$ cat config.mk
export PLATFORM = sky130hd
export DESIGN_NAME = boxcar_decim_16x_flat
export DESIGN_NICKNAME = d
export VERILOG_FILES = /design/src/rtl/decim_pkg.sv /design/src/rtl/boxcar_decim_16x_if.sv /design/src/rtl/decim_phase_ctr.sv /design/src/rtl/boxcar_decim_16x.sv /design/src/flat_wrapper.sv
export SDC_FILE = /design/constraint.sdc
export NUM_CORES = 1
export LEC_CHECK = 0
export ABC_AREA = 1
export CAP_MARGIN = 10
export CORE_MARGIN = 2
export CORE_UTILIZATION = 55
export CTS_CLUSTER_DIAMETER = 100
export DETAILED_ROUTE_END_ITERATION = 6
export PLACE_DENSITY = 0.89
export SLEW_MARGIN = 20
export SYNTH_ARGS = -nofsm -noshare
export SYNTH_HDL_FRONTEND = slang
export SYNTH_SLANG_ARGS = --single-unit
$ cat constraint.sdc
create_clock -name clk -period 2.42 [get_ports clk]
set_input_delay 0.484 -clock clk [delete_from_list [all_inputs] [get_ports clk]]
set_output_delay 0.484 -clock clk [all_outputs]
set_load 0.02 [all_outputs]
$ cat src/rtl/decim_pkg.sv
// Shared widths and sample/accumulator types for the 16x boxcar decimator.
package decim_pkg;

  localparam int DECIM_LOG2R = 4;
  localparam int DECIM_R     = 1 << DECIM_LOG2R;
  localparam int SAMPLE_W    = 16;
  localparam int ACC_W       = SAMPLE_W + DECIM_LOG2R;

  typedef logic signed [SAMPLE_W-1:0] sample_t;
  typedef logic signed [ACC_W-1:0]    acc_t;

endpackage

$ cat src/rtl/boxcar_decim_16x_if.sv
// Sample bus of the boxcar decimator: 3.2MHz input plus sync, 200kHz output with strobe and phase.
interface boxcar_decim_16x_if
  import decim_pkg::*;
#(
  parameter int DW    = SAMPLE_W,
  parameter int LOG2R = DECIM_LOG2R
);

  logic signed [DW-1:0] din;
  logic                 sync;
  logic signed [DW-1:0] dout;
  logic                 en_200k_out;
  logic [LOG2R-1:0]     phase;

  modport master (output din, sync, input dout, en_200k_out, phase);
  modport slave  (input din, sync, output dout, en_200k_out, phase);

endinterface

$ cat src/rtl/decim_phase_ctr.sv
// Frame phase counter: wraps every R samples, sync reloads it to 1; tc marks the dump edge.
module decim_phase_ctr
  import decim_pkg::*;
#(
  parameter int LOG2R = DECIM_LOG2R
) (
  input  logic             clk,
  input  logic             rst_n,
  input  logic             sync,
  output logic [LOG2R-1:0] phase,
  output logic             tc
);

  always_ff @(posedge clk or negedge rst_n) begin
    if (!rst_n) begin
      phase <= '0;
    end else if (sync) begin
      phase <= LOG2R'(1);
    end else begin
      phase <= phase + LOG2R'(1);
    end
  end

  // sync outranks the dump, so a restart at the last phase never produces a pulse
  assign tc = (phase == '1) && !sync;

endmodule

$ cat src/rtl/boxcar_decim_16x.sv
// Integrate-and-dump decimator: averages R=2**LOG2R input samples into one output sample.
// Define DECIM_ROUND_EN for round-half-up with saturation instead of floor.
module boxcar_decim_16x
  import decim_pkg::*;
#(
  parameter int DW    = SAMPLE_W,
  parameter int LOG2R = DECIM_LOG2R
) (
  input  logic               clk,
  input  logic               rst_n,
  boxcar_decim_16x_if.slave  bus
);

  localparam int AW = DW + LOG2R;

  logic signed [AW-1:0] acc;
  logic signed [AW-1:0] sum;
  logic signed [DW-1:0] dump_val;
  logic signed [DW-1:0] dout;
  logic                 en_200k_out;
  logic [LOG2R-1:0]     phase;
  logic                 tc;

  decim_phase_ctr #(.LOG2R(LOG2R)) u_phase (
    .clk   (clk),
    .rst_n (rst_n),
    .sync  (bus.sync),
    .phase (phase),
    .tc    (tc)
  );

  always_comb sum = acc + AW'(bus.din);

`ifdef DECIM_ROUND_EN
  localparam logic signed [AW-1:0] HALF = AW'(2 ** (LOG2R - 1));
  localparam logic signed [AW-1:0] SMAX = AW'(2 ** (DW - 1) - 1);
  localparam logic signed [AW-1:0] SMIN = AW'(-(2 ** (DW - 1)));

  logic signed [AW-1:0] scaled;

  // sum+HALF stays within AW bits: |sum| <= R*2**(DW-1) and HALF is tiny
  always_comb begin
    scaled = (sum + HALF) >>> LOG2R;
    if (scaled > SMAX) begin
      dump_val = SMAX[DW-1:0];
    end else if (scaled < SMIN) begin
      dump_val = SMIN[DW-1:0];
    end else begin
      dump_val = scaled[DW-1:0];
    end
  end
`else
  always_comb dump_val = DW'(sum >>> LOG2R);
`endif

  always_ff @(posedge clk or negedge rst_n) begin
    if (!rst_n) begin
      acc         <= '0;
      dout        <= '0;
      en_200k_out <= 1'b0;
    end else if (bus.sync) begin
      acc         <= AW'(bus.din);
      en_200k_out <= 1'b0;
    end else if (tc) begin
      acc         <= '0;
      dout        <= dump_val;
      en_200k_out <= 1'b1;
    end else begin
      acc         <= sum;
      en_200k_out <= 1'b0;
    end
  end

  assign bus.dout        = dout;
  assign bus.en_200k_out = en_200k_out;
  assign bus.phase       = phase;

endmodule

$ cat src/flat_wrapper.sv
// flat-port wrapper written by rule: the top's interface ports become plain ports
module boxcar_decim_16x_flat import decim_pkg::*;
#(
  parameter int DW    = SAMPLE_W,
  parameter int LOG2R = DECIM_LOG2R
)
  (clk, rst_n, bus_din, bus_sync, bus_dout, bus_en_200k_out, bus_phase);
  boxcar_decim_16x_if #(.DW(DW), .LOG2R(LOG2R)) bus_i ();
  input  logic clk;
  input  logic rst_n;
  input wire logic [$bits(bus_i.din)-1:0] bus_din;
  input wire logic [$bits(bus_i.sync)-1:0] bus_sync;
  output wire logic [$bits(bus_i.dout)-1:0] bus_dout;
  output wire logic [$bits(bus_i.en_200k_out)-1:0] bus_en_200k_out;
  output wire logic [$bits(bus_i.phase)-1:0] bus_phase;
  assign bus_i.din = bus_din;
  assign bus_i.sync = bus_sync;
  assign bus_dout = bus_i.dout;
  assign bus_en_200k_out = bus_i.en_200k_out;
  assign bus_phase = bus_i.phase;
  boxcar_decim_16x #(.DW(DW), .LOG2R(LOG2R)) u_core (.clk(clk), .rst_n(rst_n), .bus(bus_i));
endmodule
**Word-level counts from Yosys, hierarchy flattened**

Cells that the tools add are included.
W data, S select, Z words.

- Bits in registers: 41
- Output and inout port bits: 21
- Word-level logic and storage cells: 16
- Input port bits: 19

- Mux-type cells: 5
- Bitwise operators: 1
- Reduce and logical (&&, ||, !) cells: 3
- Add/subtract/negate cells: 2
- Equal/unequal tests: 1

Operators with widths:

| operator | number |
|---|---|
| $mux W20 | 2 |
| $add A20 B16 Y20 | 1 |
| $add A4 B1 Y4 const B | 1 |
| $eq A4 B4 Y1 const B | 1 |
| $mux W4 | 1 |
| $mux W1 | 2 |
| $reduce_and A2 Y1 | 1 |
| $logic_and A1 B1 Y1 | 1 |
| $logic_not A1 Y1 | 1 |
| $not A1 Y1 | 1 |

**Logic depth before layout (Yosys ltp)**

- Depth after elaboration: 4
- Mapped depth: 13
- Gate-level depth less buffers: 13

**Hierarchy**

A second synthesis with hierarchy kept.

- Cell total of the unflattened synthesis: 377
- Area total of the unflattened synthesis: 2758.9 µm²

By module, submodules not included:

| module | cells an instance | instances | area an instance (µm²) | seq. area each (µm²) |
|---|---|---|---|---|
| boxcar_decim_16x | 358 | 1 | 2583.7 | 925.9 |
| decim_phase_ctr | 19 | 1 | 175.2 | 100.1 |

**Least setup slack after synthesis**

Ideal clock, no wire load.

- Path kind: input port to flip-flop
- Start: input bus_din[0]
- End: register u_core.acc[16]
- Library setup time: 0.121 ns
- Cell stages on the path: 13
- Arrival time: 1.759 ns
- Required time: 2.299 ns
- Slack: 0.541 ns
- Path buffers: 0
- Cells stage by stage: ha_1 inv_1 fa_1 inv_1 nand3_1 nand3_1 nand2_1 nand2_1 nand2_1 nand2_1 nand2_1 nand3_1 nand2_1

- Longest elaborated chain between the ends: 3

RTL lines:

| what | line | text |
|---|---|---|
| from (decl) | flat_wrapper.sv:11 | `input wire logic [$bits(bus_i.din)-1:0] bus_din;` |
| $add A20 B16 Y20 | boxcar_decim_16x.sv:32 | `always_comb sum = acc + AW'(bus.din);` |
| $mux W20 | boxcar_decim_16x.sv:64 | `end else if (tc) begin` |
| $mux W20 | boxcar_decim_16x.sv:61 | `end else if (bus.sync) begin` |
| to (signal assigned) | boxcar_decim_16x.sv:62 | `acc <= AW'(bus.din);` |
| to (signal assigned) | boxcar_decim_16x.sv:69 | `acc <= sum;` |
| to (decl) | boxcar_decim_16x.sv:16 | `logic signed [AW-1:0] acc;` |

Every way passes these cells.
A chain may end at the register's enable or synchronous reset.

**Final worst setup path**

- Start: input bus_din[0]
- End: register u_core.dout[8], in the netlist u_core.bus.dout[8]

- Longest elaborated chain between the ends: 1

RTL lines:

| what | line | text |
|---|---|---|
| $add A20 B16 Y20 | boxcar_decim_16x.sv:32 |  |
| to (signal assigned) | boxcar_decim_16x.sv:66 | `dout <= dump_val;` |
| to (decl) | boxcar_decim_16x.sv:19 | `logic signed [DW-1:0] dout;` |

Every way passes these cells.

==> summary.md <==
| Metric | Value |
|---|---|
| Gpl congestion | 0.9136 |
| Final Cell Area | 3336 um^2 |
| Tcrit/Tclk final | 93.38% |
| Die area | between 5000 and 6000 um^2 |
| CP Launch Type | input pin |
| RSZ-0062 raised after global routing | false |
| Antenna Nets Post-Route | 0 |
| Drt via density | 5.179 |
| Drt drc | 0 |
| Final WL | 6.574 mm |
| Final nets | 470 |
| Final Slew Violations | 0 |
| Tmin final | 2260 ps |
| Reg2reg path depth | 13 |
| PortBufs | 39 |
| Layout Area Growth over Synthesis | 21.96% |
| Grt ovf | 0 |
| Slew margin rel. | 68.36% |
| Netlist cell types | 30 |
| Die X | 74.52 um |
| Primary FF master, synth | dfrtp_1 |
| Total number of vias | around 2.6k |
| Antenna violations before repair | 0 |
| ANT cells | 0 |
| Post-layout power | 2.601 mW |
| Clock Tree Buf Depth | 2 |
| Syn_area_per_cell | 7.179 um^2 |
| Part of the Yosys area used for sequential elements | between 30% and 40% |
| Status | complete, no violations |
| Clock latency on the worst-skew pair | about 300 ps |
| H-tree depth | 2 |
| Wire per inst | 13.20 um |
| First drt pass iteration count | 4 |
| Syn Inst Count | between 300 and 400 |
| Top cell type's share of synthesized area | 37.51% |
| CP arrival | ~2500 ps |
| Share of layout cells above drive strength 1 | a little under a tenth |
| Hold_buf cts | 0 |
| Number of global-route vias before repair | around 2.5k |
| Post-DP HPWL | 4.927 mm |
| Starting Density | 57.53% |
| Post-synth ARST share | 100.0% |
| Final worst slack | 160.1 ps |
| CP max FO | 4 |
| Post-synthesis register bit count | 41 |
| Clock Sinks | 41 |
| Max-Cap Viols | 0 |
| Num CTS Buffers | 5 |
| Post-synth top area cell | dfrtp_1 |
| Largest net degree at the start of global routing | 23 |
| Dpl cell area | 3232 um^2 |
| Pre-CTS WS | -185.6 ps |
| Iteration-0 DRC Markers | 199 |
| Final hold vios | 0 |
| Final setup viols | 0 |
| Post-synth EDFFs | 0 |
| CP required | roughly 2600 ps |
| Area of the core | 4755 um^2 |
| Reg clk slew, reported paths | ~80 ps |
| Crit end category | register |
| I/O pin cnt | 40 |
| Worst Hold Class | in2async |
| Fillers | 416 |
| Gr usage total | 26.17% |
| Leak pwr | roughly 1.8 nW |
| Global-route wire length before repair | 11.14 mm |
| CTS tree | yes |
| Top cells by area, synth | dfrtp_1 38%, nand2_1 21%, ha_1 9.1%, nand3_1 5.9%, inv_1 4.8% |
| Transition time of the tightest slew-check pin | 474.6 ps |
| VDD IR-drop max | 0.3923 mV |
| Clock Skews | 4.429 ps |
| Fin util | 70.16% |
| Die height | 74.52 um |
| Crit Path Class | in2reg |
| Cell Area, Synth | 2735 um^2 |
| Clock root buffer | clkbuf_8 |
| Site row count | 25 |
| Yosys warning count | 0 |
| Power density cells | 779.9 nW/um^2 |
| FMAX | 0.4425 GHz |
| Synth Net Count | 421 |
-- where the power goes --
part / internal [mW] / switching, mW / total, mW / leakage, nW
clock: 0.258 / 0.247 / 0.505 / 0.0542
combinational: 0.483 / 0.768 / 1.25 / 1.22
sequential: 0.798 / 0.0474 / 0.845 / 0.509
total: 1.54 / 1.06 / 2.60 / 1.78
-- state kept, by name, indices dropped and copies added, names as in the netlist --
signal                  cells
u_core.bus.dout            16
u_core.u_phase.phase        4
u_core.bus.en_200k_out      1
u_core.acc                 20
-- layout by cell type, fill, tap and decap left out --
cell | synthesis | routed
nand2_1 | 155 | 154
nand3b_1 | 11 | 11
o22ai_1 | 1 | 1
buf_4 | 1 | 8
fa_1 | 1 | 1
nand4_1 | 1 | 1
a21oi_2 | 1 | 1
xnor2_1 | 3 | 3
o21ai_0 | 6 | 6
inv_1 | 35 | 35
nand3_1 | 32 | 32
a32o_1 | 1 | 1
a22o_1 | 1 | 1
clkbuf_8 | 0 | 7
clkdlybuf4s50_1 | 0 | 38
ha_1 | 20 | 20
nor3_1 | 2 | 2
o21bai_1 | 2 | 2
inv_2 | 5 | 5
nor2_1 | 24 | 24
nor2_2 | 3 | 3
nand3_2 | 3 | 3
nand2_2 | 7 | 8
and2_4 | 1 | 1
a21oi_1 | 13 | 13
buf_2 | 2 | 1
and2_1 | 2 | 2
clkinv_2 | 0 | 1
dfrtp_1 | 41 | 41
or2_2 | 1 | 1
xor2_1 | 4 | 4
-- what timing repair did --
item,4_1_cts,5_1_grt
resized for setup,0,1
endpoints found under the hold margin,0,0
setup buffers,0,0
setup endpoints to repair,0,1
-- area by class of cell --
class / count / area [um^2] / area share (%)
multi-input combinational: 295 / 1529 / 45.84
sequential: 41 / 1026 / 30.76
timing repair buffer: 47 / 445.4 / 13.35
inverter: 40 / 150.1 / 4.501
clock buffer: 7 / 96.34 / 2.888
tap: 67 / 83.83 / 2.513
clock inverter: 1 / 5.005 / 0.1500
-- logic make-up after synthesis --
group	after synthesis	share of synthesized area (%)
AO/OA/AOI/OAI	25	5.261
XOR/XNOR	7	2.242
adder cells (fa/ha/maj)	21	9.881
buffers and inverters	45	6.679
flip-flops	41	37.51
AND/OR/NAND/NOR	242	38.43
-- routing by layer --
layer  GRT usage [%]  vias up  routed length (um)
met4           7.738        0                  74
met5               0        -                   0
li1                -     1307                   -
met3           5.556        7                 402
met2           46.51       71                3267
met1           31.83     1194                2830
-- critical path, cell delays in order --
cell,delay [ps]
clkdlybuf4s50_1,480
ha_1,190
inv_1,60
fa_1,400
inv_1,100
nand3_1,70
nand3_1,120
nand2_1,80
nand2_2,110
nand2_1,90
nand2_1,70
nand2_1,70
nand3_1,70
nand2_1,50
-- final timing paths --
path / from / to / slack (ps)
max: bus_din[0] / u_core.bus.dout[8]$_DFFE_PN0P_ / 160
min: rst_n / u_core.acc[11]$_DFF_PN0_ / 130
max reg2reg: u_core.acc[0]$_DFF_PN0_ / u_core.bus.dout[8]$_DFFE_PN0P_ / 510
min reg2reg: u_core.bus.dout[11]$_DFFE_PN0P_ / u_core.bus.dout[11]$_DFFE_PN0P_ / 480
max in group asynchronous: rst_n / u_core.bus.dout[2]$_DFFE_PN0P_ / 1630
min in group clk: u_core.bus.dout[11]$_DFFE_PN0P_ / u_core.bus.dout[11]$_DFFE_PN0P_ / 480
-- per-stage QoR --
stage	TNS [ps]	hold WS (ps)	instances
floorplan	0	188.4	381
global placement	-83.48	462.9	490
detailed placement	-965.5	464.7	490
CTS	0	139.7	498
global route	0	174.8	498
finish	0	133.7	498
-- synthesized netlist by cell type (2+ instances only) --
| cell | instances |
|---|---|
| nor3_1 | 2 |
| inv_2 | 5 |
| a21oi_1 | 13 |
| inv_1 | 35 |
| nor2_2 | 3 |
| xnor2_1 | 3 |
| nand3b_1 | 11 |
| nand3_1 | 32 |
| and2_1 | 2 |
| dfrtp_1 | 41 |
| buf_2 | 2 |
| nand3_2 | 3 |
| nor2_1 | 24 |
| nand2_2 | 7 |
| ha_1 | 20 |
| o21bai_1 | 2 |
| nand2_1 | 155 |
| xor2_1 | 4 |
| o21ai_0 | 6 |
Note: power is estimated with default switching activity, not from simulation.
